## src/rtl/mem_stage_pkg.sv

```systemverilog
// Shared encodings for the memory stage: memory op codes, FSM states and
// small decode helpers for byte enables and store data.
package mem_stage_pkg;

  localparam logic [7:0] MEM_NOP = 8'h00;
  localparam logic [7:0] MEM_LB  = 8'h01;
  localparam logic [7:0] MEM_LW  = 8'h02;
  localparam logic [7:0] MEM_SB  = 8'h03;
  localparam logic [7:0] MEM_SW  = 8'h04;

  typedef enum logic [1:0] {
    MEM_ST_IDLE = 2'd0,
    MEM_ST_BUSY = 2'd1,
    MEM_ST_DONE = 2'd2
  } mem_state_e;

  function automatic logic is_mem_op(input logic [7:0] op);
    return (op == MEM_LB) || (op == MEM_LW) || (op == MEM_SB) || (op == MEM_SW);
  endfunction

  function automatic logic is_load(input logic [7:0] op);
    return (op == MEM_LB) || (op == MEM_LW);
  endfunction

  function automatic logic is_store(input logic [7:0] op);
    return (op == MEM_SB) || (op == MEM_SW);
  endfunction

  function automatic logic is_word_op(input logic [7:0] op);
    return (op == MEM_LW) || (op == MEM_SW);
  endfunction

  function automatic logic [3:0] byte_en(input logic [7:0] op, input logic [1:0] lo);
    return is_word_op(op) ? 4'hF : (4'b0001 << lo);
  endfunction

  // Byte stores replicate the byte on every lane so the slave can pick by be.
  function automatic logic [31:0] store_data(input logic [7:0] op, input logic [31:0] d);
    if (op == MEM_SW) return d;
    if (op == MEM_SB) return {4{d[7:0]}};
    return 32'h0;
  endfunction

endpackage

```

## src/rtl/mem_stage_if.sv

```systemverilog
// Single-outstanding req/ack data bus between the memory stage and memory.
interface mem_stage_if;
  logic        bus_req;
  logic        bus_we;
  logic [31:0] bus_addr;
  logic [3:0]  bus_be;
  logic [31:0] bus_wdata;
  logic        bus_ack;
  logic [31:0] bus_rdata;
  logic        bus_err;

  modport master (
    output bus_req, bus_we, bus_addr, bus_be, bus_wdata, bus_err,
    input  bus_ack, bus_rdata
  );

  modport slave (
    input  bus_req, bus_we, bus_addr, bus_be, bus_wdata, bus_err,
    output bus_ack, bus_rdata
  );
endinterface

```

## src/rtl/mem_stage_load_align.sv

```systemverilog
// mem_load_align: little-endian load alignment; LB is sign-extended, LW passes
// through. Kept separate so further load widths slot in here.
module mem_load_align
  import mem_stage_pkg::*;
(
  input  logic [7:0]  mem_op,
  input  logic [1:0]  addr,
  input  logic [31:0] rdata,
  output logic [31:0] data
);

  logic [7:0] byte_sel;

  always_comb begin
    byte_sel = rdata[7:0];
    case (addr)
      2'd0: byte_sel = rdata[7:0];
      2'd1: byte_sel = rdata[15:8];
      2'd2: byte_sel = rdata[23:16];
      2'd3: byte_sel = rdata[31:24];
      default: byte_sel = rdata[7:0];
    endcase
  end

  always_comb begin
    data = 32'h0;
    if (mem_op == MEM_LB) data = {{24{byte_sel[7]}}, byte_sel};
    else if (mem_op == MEM_LW) data = rdata;
  end

endmodule

```

## src/rtl/mem_stage.sv

```systemverilog
// Memory-access pipeline stage: LB/LW/SB/SW over a req/ack bus with upstream
// stall and bus timeout. Optional MEM_UNALIGNED_TRAP_EN traps unaligned LW/SW.
module mem_stage
  import mem_stage_pkg::*;
#(
  parameter int BUS_TIMEOUT = 1023
) (
  input  logic        clk,
  input  logic        rst,
  input  logic [7:0]  mem_op,
  input  logic [31:0] mem_addr,
  input  logic [31:0] mem_data,
  input  logic [31:0] wdata,
  input  logic [4:0]  waddr,
  input  logic        we,
  output logic        stall_req,
  mem_stage_if.master bus,
  output logic [31:0] wdata_o,
  output logic [4:0]  waddr_o,
  output logic        we_o
`ifdef MEM_UNALIGNED_TRAP_EN
  ,
  output logic        misalign_o
`endif
);

  localparam int CNT_W = $clog2(BUS_TIMEOUT);
  localparam logic [CNT_W-1:0] CNT_LAST = CNT_W'(BUS_TIMEOUT - 1);

  mem_state_e  state_q, state_d;
  logic [CNT_W-1:0] cnt_q, cnt_d;
  logic        bus_req_q, bus_req_d;
  logic        bus_we_q, bus_we_d;
  logic [31:0] bus_addr_q, bus_addr_d;
  logic [3:0]  bus_be_q, bus_be_d;
  logic [31:0] bus_wdata_q, bus_wdata_d;
  logic        bus_err_q, bus_err_d;
  logic [31:0] rdata_q, rdata_d;
  logic [7:0]  op_q, op_d;
  logic [1:0]  addr_lo_q, addr_lo_d;
  logic [31:0] wdata_o_q, wdata_o_d;
  logic [4:0]  waddr_o_q, waddr_o_d;
  logic        we_o_q, we_o_d;
  logic        misalign_q, misalign_d;
  logic        trap_hit;
  logic [31:0] load_data;

`ifdef MEM_UNALIGNED_TRAP_EN
  assign trap_hit   = is_word_op(mem_op) && (mem_addr[1:0] != 2'b00);
  assign misalign_o = misalign_q;
`else
  assign trap_hit   = 1'b0;
`endif

  mem_load_align u_align (
    .mem_op (op_q),
    .addr   (addr_lo_q),
    .rdata  (rdata_q),
    .data   (load_data)
  );

  // Stall depends only on state and the incoming op, never on bus_ack.
  assign stall_req = !rst && (((state_q == MEM_ST_IDLE) && is_mem_op(mem_op)) ||
                              (state_q == MEM_ST_BUSY));

  always_comb begin
    state_d     = state_q;
    cnt_d       = cnt_q;
    bus_req_d   = bus_req_q;
    bus_we_d    = bus_we_q;
    bus_addr_d  = bus_addr_q;
    bus_be_d    = bus_be_q;
    bus_wdata_d = bus_wdata_q;
    bus_err_d   = 1'b0;
    rdata_d     = rdata_q;
    op_d        = op_q;
    addr_lo_d   = addr_lo_q;
    wdata_o_d   = wdata_o_q;
    waddr_o_d   = waddr_o_q;
    we_o_d      = we_o_q;
    misalign_d  = 1'b0;
    case (state_q)
      MEM_ST_IDLE: begin
        if (is_mem_op(mem_op)) begin
          op_d      = mem_op;
          addr_lo_d = mem_addr[1:0];
          cnt_d     = '0;
          we_o_d    = 1'b0;
          if (trap_hit) begin
            state_d    = MEM_ST_DONE;
            rdata_d    = 32'h0;
            misalign_d = 1'b1;
          end else begin
            state_d     = MEM_ST_BUSY;
            bus_req_d   = 1'b1;
            bus_we_d    = is_store(mem_op);
            bus_addr_d  = {mem_addr[31:2], 2'b00};
            bus_be_d    = byte_en(mem_op, mem_addr[1:0]);
            bus_wdata_d = store_data(mem_op, mem_data);
          end
        end else begin
          wdata_o_d = wdata;
          waddr_o_d = waddr;
          we_o_d    = we;
        end
      end
      MEM_ST_BUSY: begin
        if (bus.bus_ack) begin
          rdata_d   = bus.bus_rdata;
          bus_req_d = 1'b0;
          state_d   = MEM_ST_DONE;
        end else if (cnt_q == CNT_LAST) begin
          rdata_d   = 32'h0;
          bus_err_d = 1'b1;
          bus_req_d = 1'b0;
          state_d   = MEM_ST_DONE;
        end else begin
          cnt_d = cnt_q + 1'b1;
        end
      end
      MEM_ST_DONE: begin
        state_d   = MEM_ST_IDLE;
        waddr_o_d = waddr;
        // misalign_q is high only in the DONE cycle of a trapped access.
        we_o_d    = we && !misalign_q;
        wdata_o_d = is_load(op_q) ? load_data : wdata;
      end
      default: state_d = MEM_ST_IDLE;
    endcase
  end

  always_ff @(posedge clk or posedge rst) begin
    if (rst) begin
      state_q     <= MEM_ST_IDLE;
      cnt_q       <= '0;
      bus_req_q   <= 1'b0;
      bus_we_q    <= 1'b0;
      bus_addr_q  <= 32'h0;
      bus_be_q    <= 4'h0;
      bus_wdata_q <= 32'h0;
      bus_err_q   <= 1'b0;
      rdata_q     <= 32'h0;
      op_q        <= MEM_NOP;
      addr_lo_q   <= 2'b00;
      wdata_o_q   <= 32'h0;
      waddr_o_q   <= 5'd0;
      we_o_q      <= 1'b0;
      misalign_q  <= 1'b0;
    end else begin
      state_q     <= state_d;
      cnt_q       <= cnt_d;
      bus_req_q   <= bus_req_d;
      bus_we_q    <= bus_we_d;
      bus_addr_q  <= bus_addr_d;
      bus_be_q    <= bus_be_d;
      bus_wdata_q <= bus_wdata_d;
      bus_err_q   <= bus_err_d;
      rdata_q     <= rdata_d;
      op_q        <= op_d;
      addr_lo_q   <= addr_lo_d;
      wdata_o_q   <= wdata_o_d;
      waddr_o_q   <= waddr_o_d;
      we_o_q      <= we_o_d;
      misalign_q  <= misalign_d;
    end
  end

  assign bus.bus_req   = bus_req_q;
  assign bus.bus_we    = bus_we_q;
  assign bus.bus_addr  = bus_addr_q;
  assign bus.bus_be    = bus_be_q;
  assign bus.bus_wdata = bus_wdata_q;
  assign bus.bus_err   = bus_err_q;
  assign wdata_o       = wdata_o_q;
  assign waddr_o       = waddr_o_q;
  assign we_o          = we_o_q;

endmodule

```

## src/flat_wrapper.sv

```systemverilog
// flat-port wrapper written by rule: the top's interface ports become plain ports
module mem_stage_flat import mem_stage_pkg::*;
#(
  parameter int BUS_TIMEOUT = 1023
)
  (clk, rst, mem_op, mem_addr, mem_data, wdata, waddr, we, stall_req, wdata_o, waddr_o, we_o, bus_bus_req, bus_bus_we, bus_bus_addr, bus_bus_be, bus_bus_wdata, bus_bus_err, bus_bus_ack, bus_bus_rdata);
  mem_stage_if bus_i ();
  input  logic clk;
  input  logic rst;
  input  logic [7:0] mem_op;
  input  logic [31:0] mem_addr;
  input  logic [31:0] mem_data;
  input  logic [31:0] wdata;
  input  logic [4:0] waddr;
  input  logic we;
  output logic stall_req;
  output logic [31:0] wdata_o;
  output logic [4:0] waddr_o;
  output logic we_o;
  output wire logic [$bits(bus_i.bus_req)-1:0] bus_bus_req;
  output wire logic [$bits(bus_i.bus_we)-1:0] bus_bus_we;
  output wire logic [$bits(bus_i.bus_addr)-1:0] bus_bus_addr;
  output wire logic [$bits(bus_i.bus_be)-1:0] bus_bus_be;
  output wire logic [$bits(bus_i.bus_wdata)-1:0] bus_bus_wdata;
  output wire logic [$bits(bus_i.bus_err)-1:0] bus_bus_err;
  input wire logic [$bits(bus_i.bus_ack)-1:0] bus_bus_ack;
  input wire logic [$bits(bus_i.bus_rdata)-1:0] bus_bus_rdata;
  assign bus_bus_req = bus_i.bus_req;
  assign bus_bus_we = bus_i.bus_we;
  assign bus_bus_addr = bus_i.bus_addr;
  assign bus_bus_be = bus_i.bus_be;
  assign bus_bus_wdata = bus_i.bus_wdata;
  assign bus_bus_err = bus_i.bus_err;
  assign bus_i.bus_ack = bus_bus_ack;
  assign bus_i.bus_rdata = bus_bus_rdata;
  mem_stage #(.BUS_TIMEOUT(BUS_TIMEOUT)) u_core (.clk(clk), .rst(rst), .mem_op(mem_op), .mem_addr(mem_addr), .mem_data(mem_data), .wdata(wdata), .waddr(waddr), .we(we), .stall_req(stall_req), .bus(bus_i), .wdata_o(wdata_o), .waddr_o(waddr_o), .we_o(we_o));
endmodule
```

## config.mk

```make
export PLATFORM = sky130hd
export DESIGN_NAME = mem_stage_flat
export DESIGN_NICKNAME = d
export VERILOG_FILES = /design/src/rtl/mem_stage_pkg.sv /design/src/rtl/mem_stage_if.sv /design/src/rtl/mem_stage_load_align.sv /design/src/rtl/mem_stage.sv /design/src/flat_wrapper.sv
export SDC_FILE = /design/constraint.sdc
export NUM_CORES = 1
export LEC_CHECK = 0
export ABC_AREA = 1
export ABC_CLOCK_PERIOD_IN_PS = 13500
export BUFFER_PORTS_ARGS = -buffer_cell sky130_fd_sc_hd__buf_2
export CAP_MARGIN = 20
export CORE_MARGIN = 2
export CORE_UTILIZATION = 56
export CTS_BUF_LIST = sky130_fd_sc_hd__clkbuf_4 sky130_fd_sc_hd__clkbuf_8
export CTS_CLUSTER_SIZE = 24
export DETAILED_ROUTE_END_ITERATION = 10
export PLACE_DENSITY = 0.88
export SLEW_MARGIN = 20
export SYNTH_ARGS = -nofsm -noshare
export SYNTH_HDL_FRONTEND = slang
export SYNTH_SLANG_ARGS = --single-unit
```

## constraint.sdc

```tcl
create_clock -name clk -period 13.5 [get_ports clk]
set_input_delay 0.675 -clock clk [delete_from_list [all_inputs] [get_ports clk]]
set_output_delay 0.675 -clock clk [all_outputs]
set_load 0.01 [all_outputs]
```

# Word-level counts from Yosys, hierarchy flattened
# Index checks and enable logic that the tools add are counted.
classes:
  bitwise: 0
  n_eq_ne: 17
  n_lt_le_gt_ge: 0
  mul: 0
  n_mux: 39
  div_mod_pow: 0
  addsub: 1
  shifts: 1
  reduce_logical: 21
ops:
  columns: ["cell", "n"]
  rows:
  - ["$mux 32", 10]
  - ["$pmux 32 s2", 1]
  - ["$pmux 8 s4", 1]
  - ["$mux 10", 3]
  - ["$eq 8x2->1 const B", 3]
  - ["$pmux 10 s2", 1]
  - ["$eq 8x1->1 const B", 2]
  - ["$mux 1", 14]
  - ["$add 10x1->10 const B", 1]
  - ["$eq 10x10->1 const B", 1]
  - ["$pmux 5 s2", 1]
  - ["$eq 8x3->1 const B", 1]
  - ["$ne 2x2->1 const B", 4]
  - ["$reduce_and 2->1", 4]
  - ["$logic_or 1x1->1", 7]
  - ["$eq 2x2->1 const B", 3]
  - ["$mux 2", 3]
  - ["$reduce_bool 2->1", 3]
  - ["$mux 5", 1]
  - ["$eq 2x1->1 const B", 2]
  - ["$logic_not 2->1", 2]
  - ["$mux 4", 1]
  - ["$pmux 1 s2", 2]
  - ["$pmux 2 s2", 1]
  - ["6 further kinds", 7]
word_totals:
  in_bits: 145
  latch_bits: 0
  output_inout_bits: 110
  mem_bits_ro: 0
  wordCells: 93
  regBits: 161
  mem_bits_rw: 0
  n_memories: 0

# Depth between registers and ports, before layout
# Gate-level depths: netlist of the first run.
depth:
  word_depth: 11
  mapped_depth: 12
  ltp_nobuf: 11

# By module
# A second synthesis of the first run with hierarchy kept.
hier_totals:
  hier_cells: 1105
  area_unflattened_um2: 8294.2
by_module_without_submodules:
  columns: ["module", "area_per_inst_um2", "instances", "cells_per_inst", "seq_area_each_um2"]
  rows:
  - ["mem_stage", 7577.3, 1, 959, 4028.9]
  - ["mem_load_align", 716.9, 1, 146, 0.0]

# Worst setup path after synthesis of the first run
# No wires, ideal clock.
synth_timing:
  path_type: "input to output"
  startpoint: "input port mem_op[4]"
  endpoint: "output port stall_req"
  path_buffers: 2
  required_time_ps: 12825
  cell_stages: 9
  slack_ps: 11091
  t_arrival_ps: 1734
  path_cell_list: "nor2_1 > nand2_1 > inv_2 > nand2_2 > nand2_1 > nand2_2 > buf_2 > buf_2 > a21oi_1"
synth_between:
  elab_chain_len: 7
  elab_cells_between_ends: 10
  cone_classes: "eq/ne: 4; reduce/logical: 6"
synth_rtl:
  columns: ["item", "line_no", "source"]
  rows:
  - ["start, declared", "flat_wrapper.sv:10", "input logic [7:0] mem_op;"]
  - ["$eq 8x1->1 or $eq 8x2->1 (tied branches)", "mem_stage_pkg.sv:18", "return (op == MEM_LB) || (op == MEM_LW) || (op == MEM_SB) || (op == MEM_SW);"]
  - ["$logic_or 1x1->1 (2 in a row)", "mem_stage_pkg.sv:18", null]
  - ["$logic_or 1x1->1 *", "mem_stage_pkg.sv:18", null]
  - ["$logic_and 1x1->1 *", "mem_stage.sv:63", "assign stall_req = !rst && (((state_q == MEM_ST_IDLE) && is_mem_op(mem_op)) ||"]
  - ["$logic_or 1x1->1 *", "mem_stage.sv:63", null]
  - ["$logic_and 1x1->1 *", "mem_stage.sv:63", null]
  - ["end, declared", "flat_wrapper.sv:16", "output logic stall_req;"]
# Every way passes the cells marked *; elsewhere a longest branch is shown, timed or not.

# Worst setup path in the final report of the first run
layout_timing:
  startpoint: "input port mem_op[5]"
  endpoint: "register u_core.bus_wdata_q[5] (netlist: u_core.bus.bus_wdata[5])"
layout_between:
  elab_chain_len: 7
  elab_cells_between_ends: 18
  cone_classes: "eq/ne: 4; mux: 10; reduce/logical: 4"
layout_rtl:
  columns: ["item", "line_no", "source"]
  rows:
  - ["$eq 8x2->1", "mem_stage_pkg.sv:18, mem_stage_pkg.sv:40", null]
  - ["$mux 1 (2 in a row)", "mem_stage_pkg.sv:40", "if (op == MEM_SB) return {4{d[7:0]}};"]
  - ["$mux 1", "mem_stage.sv:84", "if (is_mem_op(mem_op)) begin"]
  - ["$mux 1", "mem_stage.sv:82", "case (state_q)"]
  - ["$mux 32", "mem_stage_pkg.sv:41", "return 32'h0;"]
  - ["$mux 32", "mem_stage_pkg.sv:40", null]
  - ["end signal, assigned", "mem_stage.sv:156", "bus_wdata_q <= bus_wdata_d;"]
  - ["end, declared", "mem_stage.sv:36", "logic [31:0] bus_wdata_q, bus_wdata_d;"]
# Parallel ways exist; a longest one is shown, timed or not. The select of a mux whose other input is x is not followed.
# A chain may end at the register's enable or synchronous reset.

==> summary.txt, run 1 <==
Setup path
  – Kind of critical path: primary input to register
  – CP Capture Type: register
  – Critical path arrival: 3.50 ns
  – Max FO, Critical Path: 87
  – CP startpoint kind: primary input
  – Crit path required time: 13.85 ns

Timing
  – Maximum operating frequency: 317 MHz
  – Period minus WS final: 3.16 ns
  – Slew @ Worst Pin: ~0.99 ns
  – Endpoints failing setup: 0
  – TNS Setup: 0 ns
  – RSZ-0062 raised after global routing: no
  – Fin. max-slew vios: 0
  – Worst Clk Skew: 0.00841 ns
  – Rel. slew slack: 0.342
  – Fin. Hold Viols: 0
  – Final period utilization: 0.234
  – Worst setup margin: 10.34 ns
  – Final hold slack: 0.414 ns

Clock network
  – TritonCTS Sinks: approximately 160
  – Num CTS Buffers: 17
  – Clock buffer depth: 2
  – H-tree depth: 4
  – Setup Fix Bufs, Post-CTS: 0
  – Clock-pin slew on the worst setup and hold paths: 0.09 ns
  – Hold buffer count at cts: 0
  – CTS root buf: clkbuf_8
  – Post-cts resize count: 0
  – Skew-Pair Late Insertion Delay: 0.45 ns
  – CTS tree: yes

Finish
  – N_diodes: 0
  – Final non-filler cell total: 1,418
  – Most frequent cells in the layout: 462 x nand2_1, 252 x buf_2, 161 x dfrtp_1
  – Commonest non-fill, non-tap cell in the layout: nand2_1
  – Synth-to-Final Area Change: 24.2%
  – FILL cells: 1,068
  – Final #Nets: 1,377
  – Layout cells sized above 1: 0.248
  – Final Util: 0.709

Global routing
  – Largest net degree at the start of global routing: 99
  – GRT Util Overall: 0.290
  – Vias in the first global route: 6,963
  – Remaining Overflow, GRT: 0
  – Initial antenna violation count: 0
  – First-pass GRT wire length: 32.9 mm

Floorplanning
  – Die ar.: 14,300 um2
  – Top Ports: between 200 and 300
  – Die X: 120 um
  – Core area: 13,100 um2
  – FP Rows: between 40 and 50
  – Die height: 120 um
  – Initial Util: 0.571

Synthesis
  – Mean Syn Cell Area: 7.54 um2
  – Register area share after synthesis: 0.537
  – Ys Warns: 0
  – Post-Synth XOR/XNOR Area: 0.00584
  – Synth Register Bits: 161
  – Simple-gate share of the synthesized area: 0.329
  – Mapped Area: approximately 7500 um2
  – Cells after synthesis: slightly below 1,000
  – Synth Area in Compound Gates: 0.0567
  – Count of cell types in the netlist: 28
  – Combinational family with the most area after synthesis: simple AND/OR/NAND/NOR gates
  – Post-synthesis adder-cell area fraction: 0.00334
  – Multiplexer share of the synthesized area: 0

Placed design
  – Gpl congestion: 0.920
  – Port Buffer Count: 252
  – DP Cell Count: about 1,400
  – Worst Setup Slack post-DPL: 9.90 ns
  – DP HPWL: about 14 mm

Power
  – Sw Ratio: 0.287
  – Maximum VDD drop: 0.0754 mV
  – Comb power frac: 0.182
  – Internal: 0.915 mW
  – Leakage power: 5.53 nW
  – PD cells: ~140 nW/um2
  – P_sw: 0.369 mW
  – Share of power burned in registers: 0.487
  – Clk pwr share: 0.331

Outcome
  – Status: complete, no violations

Detailed routing
  – # DRC: 0
  – DR WL/cell: 14.2 um
  – Via count: between 7,000 and 8,000
  – Pre-antenna DRT Iters: 5
  – Detail Route Antenna Nets: 0
  – Iteration-0 DRC Markers: 611
  – Routed vias/inst: 5.10
  – DRT Wirelength: between 20 and 25 mm

Hold path
  – Hold WC Path Type: primary input to register

Flow run
  – Max-cap violations: 0
-- sequential cells by signal, indices dropped and copies added, names as in the netlist, 2 cells and up --
register              flops
u_core.addr_lo_q          2
u_core.bus.bus_addr      30
u_core.bus.bus_be         4
u_core.bus.bus_wdata     32
u_core.cnt_q             10
u_core.op_q               8
u_core.rdata_q           32
u_core.state_q            2
u_core.waddr_o            5
u_core.wdata_o           32
-- synth_stat cells --
| master | instances | share of area |
|---|---|---|
| o21ai_1 | 2 | 0.0013 |
| and3_1 | 1 | 0.00083 |
| ha_1 | 2 | 0.0033 |
| a21oi_1 | 38 | 0.025 |
| nor3_1 | 5 | 0.0033 |
| o21ai_0 | 37 | 0.025 |
| nand3_1 | 56 | 0.037 |
| nand4_1 | 4 | 0.0033 |
| buf_4 | 2 | 0.0020 |
| buf_6 | 2 | 0.0030 |
| nand2_2 | 8 | 0.0067 |
| clkinv_1 | 1 | 0.00050 |
| nor2_2 | 2 | 0.0017 |
| a21oi_2 | 1 | 0.0012 |
| nand3_2 | 1 | 0.0013 |
| buf_2 | 21 | 0.014 |
| xor2_1 | 4 | 0.0047 |
| xnor2_1 | 1 | 0.0012 |
| clkbuf_1 | 17 | 0.0085 |
| nor2_1 | 81 | 0.041 |
| nor2_4 | 1 | 0.0015 |
| inv_1 | 74 | 0.037 |
| dfrtp_1 | 161 | 0.54 |
| inv_2 | 4 | 0.0020 |
| nand2_1 | 462 | 0.23 |
| conb_1 | 1 | 0.00050 |
| o22ai_1 | 5 | 0.0042 |
| nand2_4 | 1 | 0.0015 |
-- cells by family (layout without fill, tap and decap cells) --
family	count (synthesis)	in the layout
other cells	1	2
compound gates	83	83
xor+xnor	5	5
flops	161	161
simple gates	622	622
buf+inv	121	367
fa+ha+maj	2	2
-- stage by stage --
stage,power (mW),instance area [um2]
after global placement,0.855,8820
final,1.28,9310
after detailed placement,0.865,8820
after global routing,1.35,9310
after CTS,1.29,9310
after floorplan,0.760,7500
-- worst max-delay path: stages --
cell     delay (ns)
buf_2          0.08
nor2_1         0.04
nand2_1        0.09
inv_2          0.05
nand2_2        0.25
nand2_1        0.15
nand2_2        0.07
buf_4          0.66
inv_2          0.64
o21ai_1        0.45
inv_1          0.15
nand2_1        0.10
nand2_1        0.05
-- layout make-up --
| class | count | area [um2] | share of cell area |
|---|---|---|---|
| Sequential cell | 161 | 4030 | 0.433 |
| Multi-Input combinational cell | 714 | 2980 | 0.319 |
| Timing Repair Buffer | 257 | 1300 | 0.139 |
| Inverter | 79 | 302 | 0.0324 |
| Clock buffer | 21 | 283 | 0.0304 |
| Tap cell | 176 | 220 | 0.0236 |
| Clock inverter | 10 | 205 | 0.0220 |
-- power by group through the flow --
stage          Clock (mW)  Sequential (mW)  Combinational (mW)
2_1_floorplan           0            0.638               0.123
3_3_place_gp            0            0.630               0.225
3_5_place_dp            0            0.630               0.235
4_1_cts             0.430            0.623               0.236
6_report            0.425            0.625               0.234
5_1_grt             0.452            0.633               0.268
-- layer usage --
metal	part of all wire	track usage	up-vias
met4	0.025	0.114	0
met2	0.49	0.473	320
met1	0.40	0.371	3358
li1	-	-	3522
met5	0	0	-
met3	0.079	0.0794	36
-- final timing paths --
kind | start | endpoint | depth (start not counted) | slack (ns)
setup / recovery | mem_op[5] | u_core.bus.bus_wdata[5]$_DFFE_PP0P_ | 13 | 10.34
hold reg to reg | u_core.bus.bus_req$_DFFE_PP0P_ | u_core.bus.bus_req$_DFFE_PP0P_ | 2 | 0.47
min in group asynchronous | rst | u_core.wdata_o[20]$_DFFE_PP0P_ | 2 | 0.42
setup reg to reg | u_core.state_q[0]$_DFFE_PP0P_ | u_core.bus.bus_wdata[5]$_DFFE_PP0P_ | 8 | 10.64
hold / removal | waddr[3] | u_core.waddr_o[3]$_DFFE_PP0P_ | 3 | 0.41
max in group asynchronous | rst | u_core.bus.bus_wdata[7]$_DFFE_PP0P_ | 3 | 11.75
Power figures use the tool's default switching activity.
==> run 2: changes to the inputs <==
ABC_CLOCK_PERIOD_IN_PS = 2700   (was 13500)
CORE_UTILIZATION = 47   (was 56)
PLACE_DENSITY = 0.78   (was 0.88)
clock period = 2.7 ns   (was 13.5 ns; I/O delays follow)
==> run 2 against run 1 <==
  * Total power grew to 4.8 times the previous value
  * Die area is 18% higher
  * Cell count grew 12%
  * Setup slack got worse by 9.9 ns
  * Clock skew grew 0.0018 ns
  * Sequential power grew to 5.0 times the previous value
  * Count of clock-buffer cells in the layout decreased by 2
  * Combinational power rose to 5.8 times the previous value
==> summary.txt, run 2 (synthesis results as in run 1) <==
Outcome
  – Status: complete, no violations

Setup path
  – CP Capture Type: primary output
  – Critical path arrival: 2.12 ns (-1.38 ns)
  – CP startpoint kind: primary input
  – Crit path required time: 2.57 ns (-11.28 ns)
  – Worst reg-to-reg path cell count: 10 (+2)
  – Max FO, Critical Path: 15 (-83%)
  – Kind of critical path: primary input to primary output

Placed design
  – DP HPWL: 15.0 mm (+6.0%)
  – Port Buffer Count: 252 (unchanged)
  – Post-Place Cell Area: 8950 um2 (+1.4%)
  – Gpl congestion: 0.918 (-0.25%)

Clock network
  – CTS tree: yes
  – Setup Fix Bufs, Post-CTS: 0 (unchanged)
  – CTS root buf: clkbuf_8
  – H-tree depth: 4 (unchanged)
  – Num CTS Buffers: 17 (unchanged)
  – TritonCTS Sinks: 161 (unchanged)
  – Clock buffer depth: 2 (unchanged)
  – Clock-pin slew on the worst setup and hold paths: 0.08 ns (about the same)
  – Skew-Pair Late Insertion Delay: 0.46 ns (about the same)

Floorplanning
  – Die ar.: 17,000 um2 (+18%)
  – Die height: 130 um (+8.8%)
  – Initial Util: 0.477 (-0.0936)
  – FP Rows: 46 (+9.5%)
  – Top Ports: 255 (unchanged)
  – Die X: 130 um (+8.8%)
  – Core area: 15,700 um2 (+20%)

Detailed routing
  – Via count: 7,851 (+8.5%)
  – # DRC: 0 (unchanged)
  – Detail Route Antenna Nets: 0 (unchanged)
  – DR WL/cell: 15.1 um (+6.6%)
  – Iteration-0 DRC Markers: 533 (-13%)
  – DRT Wirelength: 24.0 mm (+19%)
  – Routed vias/inst: 4.95 (-3.1%)
  – Pre-antenna DRT Iters: 6 (+1)

Global routing
  – GRT Util Overall: 0.287 (-0.00362)
  – Largest net degree at the start of global routing: 83 (-16%)
  – Remaining Overflow, GRT: 0 (unchanged)
  – Vias in the first global route: 7,764 (+12%)
  – First-pass GRT wire length: 37.5 mm (+14%)
  – Initial antenna violation count: 2 (+2)

Timing
  – Maximum operating frequency: 444 MHz
  – Slew @ Worst Pin: 0.725 ns (-0.261 ns)
  – Worst Clk Skew: 0.0102 ns (+0.00182 ns)
  – RSZ-0062 raised after global routing: no
  – Rel. slew slack: 0.517 (+0.175)
  – Endpoints failing setup: 0 (unchanged)
  – Period minus WS final: 2.25 ns
  – TNS Setup: 0 ns (unchanged)
  – Fin. max-slew vios: 0 (unchanged)
  – Fin. Hold Viols: 0 (unchanged)
  – Final period utilization: 0.834
  – Final hold slack: 0.0345 ns (-0.380 ns)

Finish
  – Final #Nets: 1,503 (+9.2%)
  – Most frequent cells in the layout: 462 x nand2_1, 252 x buf_2, 161 x dfrtp_1
  – Layout cells sized above 1: 0.229 (-0.0186)
  – Commonest non-fill, non-tap cell in the layout: nand2_1
  – Post-route cell area: 10,500 um2 (+13%)
  – Synth-to-Final Area Change: 40.6%

Power
  – Maximum VDD drop: 0.378 mV (+400%)
  – PD cells: 589 nW/um2 (+330%)
  – Leakage power: 6.01 nW (+8.7%)

Hold path
  – Hold WC Path Type: primary input to register
  – Hold Crit Depth: 3 (unchanged)

Flow run
  – Max-cap violations: 0 (unchanged)
-- run 2: changes by cell type in the layout (fill, tap and decap cells not counted), sizes merged --
cell         change
clkinvlp         +3
diode            +2
clkbuf           -2
clkinv           +1
buf              +5
dlygate4sd3    +121
inv              +4
bufinv           -5
-- run 2: path summary, 6_finish.rpt --
check,start,endpoint,slack (ns)
max,mem_op[0],stall_req,0.45
min,mem_op[1],u_core.op_q[1]$_DFFE_PP0P_,0.03
max reg2reg,u_core.op_q[3]$_DFFE_PP0P_,u_core.wdata_o[2]$_DFFE_PP0P_,0.75
min reg2reg,u_core.bus.bus_req$_DFFE_PP0P_,u_core.bus.bus_req$_DFFE_PP0P_,0.47
max in group asynchronous,rst,u_core.wdata_o[5]$_DFFE_PP0P_,1.61
min in group asynchronous,rst,u_core.bus.bus_addr[5]$_DFFE_PP0P_,0.30
-- run 2: stage by stage --
stage                      util  total power [mW]  setup WS (ns)  instances
after CTS                 0.671              6.21          0.430       1585
after global placement    0.570              4.31          0.578       1432
final                     0.671              6.21          0.448       1587
after global routing      0.671              6.58          0.305       1587
after detailed placement  0.570              4.35          0.545       1432
after floorplan               -              3.80          0.522        996
-- run 2: critical path, cell delays in order --
cell and delay, ns:
dlygate4sd3_1 0.53, buf_2 0.13, inv_2 0.08, nand2_1 0.08, nor2_1 0.12, nand2_2 0.22
nand2_1 0.22, nand2_2 0.12, buf_4 0.21, a21oi_1 0.12, buf_2 0.14
-- run 2: metal layers --
layer	vias up	share of wire	global-route usage
met2	410	0.48	0.487
li1	3775	-	-
met1	3606	0.40	0.341
met4	0	0.034	0.138
met3	60	0.080	0.0726
met5	-	0	0
-- run 2: final cells by class --
class	count	area (um2)
Clock buffer	19	255
Tap cell	216	270
Timing Repair Buffer	383	2580
Sequential cell	161	4030
Multi-Input combinational cell	714	2980
Clock inverter	13	126
Antenna cell	2	5.00
Inverter	79	300
Fill cell	1288	5170
-- run 2: timing repair --
item,4_1_cts,5_1_grt
hold endpoints to repair,142,0
gates resized for setup,0,0
hold buffers,121,0
-- run 2: report_power, final --
group	internal (mW)	leakage [nW]	switching [mW]
clock network	0.778	0.184	0.949
logic	0.601	3.80	0.752
registers	2.82	2.03	0.309
total	4.20	6.01	2.01
==> run 3: changes to the inputs <==
ABC_AREA = 0   (was 1)
ABC_CLOCK_PERIOD_IN_PS = 2100   (was 2700)
CORE_UTILIZATION = 52   (was 47)
PLACE_DENSITY = 0.82   (was 0.78)
clock period = 2.1 ns   (was 2.7 ns; I/O delays follow)
==> run 3 against run 2 <==
  * First-iteration DRC count increased by 2.4%
  * Critical path type is now register to primary output
  * Cell count down 25%
  * Via count down 8.7%
  * Sequential share of layout area is 0.75 points lower
  * Flip-flop and latch count did not move
  * Synthesized cell count is 36% lower
  * Clock power rose by 40%
==> summary.txt, run 3 <==
Outcome
  – Status: complete, no violations

Finish
  – Final #Nets: 1,153 (-23%)
  – N_diodes: 0 (-2)
  – Final Util: 0.769 (+0.0978)
  – Synth-to-Final Area Change: 42.8%
  – Final non-filler cell total: 1,198 (-25%)
  – Layout cells sized above 1: 0.401 (+0.171)
  – Most frequent cells in the layout: 252 x buf_2, 161 x dfrtp_1, 122 x dlygate4sd3_1
  – FILL cells: 812 (-37%)
  – Commonest non-fill, non-tap cell in the layout: buf_2

Setup path
  – Slowest CP cell: dfrtp_1
  – Crit path top cell by count: buf_4
  – Kind of critical path: register to primary output
  – Crit-path cells: buf_4 -> nor3_4 -> buf_4 -> o21a_1 -> buf_2
  – Crit path required time: 2.00 ns (-0.57 ns)
  – R2R Path End: u_core.wdata_o[17]$_DFFE_PP0P_
  – Critical path arrival: 1.89 ns (-0.23 ns)
  – Worst reg-to-reg path cell count: 5 (-5)
  – Launching point of the worst reg2reg path: u_core.state_q[0]$_DFFE_PP0P_
  – CP startpoint kind: register
  – Max FO, Critical Path: 13 (-2)
  – Critical Path Max Stage Delay: 0.47 ns (-0.06 ns)
  – CP Capture Type: primary output
  – Worst R2R Setup Slack: 0.13 ns (-0.62 ns)

Global routing
  – Largest net degree at the start of global routing: 97 (+17%)
  – GRT Util Overall: 0.315 (+0.0284)
  – Initial antenna violation count: 0 (-2)
  – Vias in the first global route: 7,461 (-3.9%)
  – First-pass GRT wire length: 39.1 mm (+4.2%)
  – Global-route track usage on met3: 0.0795 (+0.00690)
  – Grt met1 use: 0.384 (+0.0429)
  – Remaining Overflow, GRT: 0 (unchanged)
  – Met2 GRT Util: 0.528 (+0.0412)
  – Gr busiest metal: met2

Placed design
  – Port Buffer Count: 252 (unchanged)
  – Gpl congestion: 0.810 (-12%)
  – DP Cell Count: 1,044 (-27%)
  – DP HPWL: 14.5 mm (-3.5%)
  – Worst Setup Slack post-DPL: -0.0203 ns (-0.566 ns)

Hold path
  – Hold Crit Depth: 3 (unchanged)
  – Hold WC Path Type: primary input to register
  – Min-Delay Endpoint: u_core.bus.bus_wdata[28]$_DFFE_PP0P_
  – Hold_sp: mem_data[28]

Synthesis
  – Synth Flop Type: dfrtp_1
  – Count of cell types in the netlist: 55 (+96%)
  – Top post-synthesis cells by area: dfrtp_1 53%, mux2_2 11%, a22o_1 6.7%, a221oi_1 3.0%, a2bb2oi_1 3.0%
  – Most common cell in the netlist: dfrtp_1
  – Ys async rst share: 1.00 (unchanged)
  – Number of flops mapped to enable cells by yosys: 0 (unchanged)
  – Cells after synthesis: 638 (-36%)
  – Synth Register Bits: 161 (unchanged)
  – Mean Syn Cell Area: 11.8 um2 (+57%)
  – Ys Warns: 0 (unchanged)
  – Post-synth top area share: 0.535 (-0.00232)
  – Mapped Area: 7530 um2 (+0.43%)
  – Synth area leader: dfrtp_1
  – Register area share after synthesis: 0.535 (-0.00232)
  – Commonest cells post-synth: 161 x dfrtp_1, 73 x mux2_2, 58 x a22o_1

Clock network
  – TritonCTS Sinks: 161 (unchanged)
  – Skew-Pair Late Insertion Delay: 0.45 ns (about the same)
  – CTS tree: yes
  – Clock buffer depth: 2 (unchanged)
  – Num CTS Buffers: 17 (unchanged)
  – CTS root buf: clkbuf_8
  – H-tree depth: 4 (unchanged)
  – Clock-pin slew on the worst setup and hold paths: 0.08 ns (about the same)

Floorplanning
  – Initial Util: 0.538 (+0.0612)
  – Top Ports: 255 (unchanged)
  – FP Rows: 43 (-6.5%)
  – Die X: 124 um (-4.6%)
  – Core area: 14,000 um2 (-11%)
  – Die ar.: 15,500 um2 (-8.9%)
  – Die height: 124 um (-4.6%)

Power
  – P_sw: 2.26 mW (+12%)
  – PD cells: 739 nW/um2 (+25%)
  – Maximum VDD drop: 0.543 mV (+44%)
  – Clk pwr share: 0.304 (+0.026)
  – Share of power burned in registers: 0.483 (-0.021)
  – Sw Ratio: 0.284 (-0.0394)
  – Leakage power: 5.24 nW (-13%)
  – Comb power frac: 0.212 (-0.006)
  – Internal: 5.69 mW (+35%)

Detailed routing
  – Detail Route Antenna Nets: 0 (unchanged)
  – Routed vias/inst: 5.99 (+21%)
  – DR WL/cell: 20.5 um (+35%)
  – DRT Wirelength: 24.5 mm (+2.2%)
  – # DRC: 0 (unchanged)
  – Iteration-0 DRC Markers: 546 (+2.4%)
  – Pre-antenna DRT Iters: 7 (+1)
  – Via count: 7,171 (-8.7%)

Timing
  – Final period utilization: 0.950
  – Slew @ Worst Pin: 0.879 ns (+0.155 ns)
  – RSZ-0062 raised after global routing: no
  – Period minus WS final: between 1.5 and 2 ns
  – Maximum operating frequency: between 500 and 600 MHz
  – Fin. Hold Viols: 0 (unchanged)
  – Endpoints failing setup: 0 (unchanged)
  – TNS Setup: 0 ns (unchanged)
  – Worst setup margin: 0.106 ns (-0.343 ns)
  – Fin. max-slew vios: 0 (unchanged)
  – Worst Clk Skew: 0.0109 ns (+0.000663 ns)
  – Rel. slew slack: 0.414 (-0.103)

Flow run
  – Max-cap violations: 0 (unchanged)
-- run 3: cell families (layout without fill, tap and decap cells) --
| group | after synthesis | count (layout) | share of synthesized area |
|---|---|---|---|
| buffers and inverters | 90 | 469 | 0.0522 |
| AO/OA/AOI/OAI | 215 | 215 | 0.217 |
| adder cells (fa/ha/maj) | 2 | 2 | 0.00332 |
| XOR/XNOR | 3 | 3 | 0.00349 |
| AND/OR/NAND/NOR | 82 | 82 | 0.0630 |
| flip-flops | 161 | 161 | 0.535 |
| multiplexers | 84 | 84 | 0.125 |
| other | 1 | 2 | 0.000498 |
-- run 3: timing repair --
item / in CTS / in global routing
setup buffers: 0 / 0
hold buffers: 122 / 0
endpoints found under the hold margin: 282 / 0
resized for setup: 0 / 1
setup endpoints to repair: 0 / 7
-- run 3: area by class of cell --
class / instances / area [um2] / share of cell area
sequential: 161 / 4030 / 0.375
multi-input combinational: 388 / 3150 / 0.293
timing repair buffer: 405 / 2800 / 0.260
clock buffer: 27 / 353 / 0.0328
tap: 180 / 225 / 0.0209
inverter: 33 / 128 / 0.0119
clock inverter: 4 / 70.1 / 0.00651
-- run 3: routing by layer --
layer,routed length (um),vias to the layer above
met3,2230,90
met5,0,-
met4,960,0
li1,-,3136
met2,12100,461
met1,9220,3484
-- run 3: worst max-delay path by stage --
stage               cells past startpoint  slack [ns]                        endpoint                     startpoint
global route                            5        0.01                       stall_req  u_core.state_q[0]$_DFFE_PP0P_
finish                                  5        0.11                       stall_req  u_core.state_q[0]$_DFFE_PP0P_
CTS                                     5        0.07                       stall_req  u_core.state_q[0]$_DFFE_PP0P_
detailed placement                      5       -0.02  u_core.wdata_o[30]$_DFFE_PP0P_                      mem_op[1]
global placement                        5        0.05   u_core.waddr_o[1]$_DFFE_PP0P_                      mem_op[1]
floorplan                               2       -0.81                       stall_req                            rst
-- run 3: per-stage QoR --
| stage | hold slack [ns] | power [mW] | instance area [um2] |
|---|---|---|---|
| floorplan | 0.238 | 4.70 | 7540 |
| global placement | 0.278 | 5.27 | 9080 |
| detailed placement | 0.292 | 5.33 | 9080 |
| CTS | 0.00337 | 7.88 | 10700 |
| global route | 0.0221 | 8.28 | 10800 |
| finish | 0.0299 | 7.95 | 10800 |
-- run 3: worst max-delay path, delay by kind of cell (launching register included) --
kind,cells,cell delay [ns]
AO/OA/AOI/OAI,1,0.14
flip-flops,1,0.47
buffers and inverters,3,0.58
AND/OR/NAND/NOR,1,0.24
-- run 3: power by group through the flow --
stage	Combinational, mW	Sequential [mW]	Clock, mW
after floorplan	0.844	3.85	0
after global placement	1.41	3.86	0
after detailed placement	1.46	3.87	0
after CTS	1.64	3.82	2.42
after global routing	1.84	3.89	2.55
final	1.69	3.84	2.42
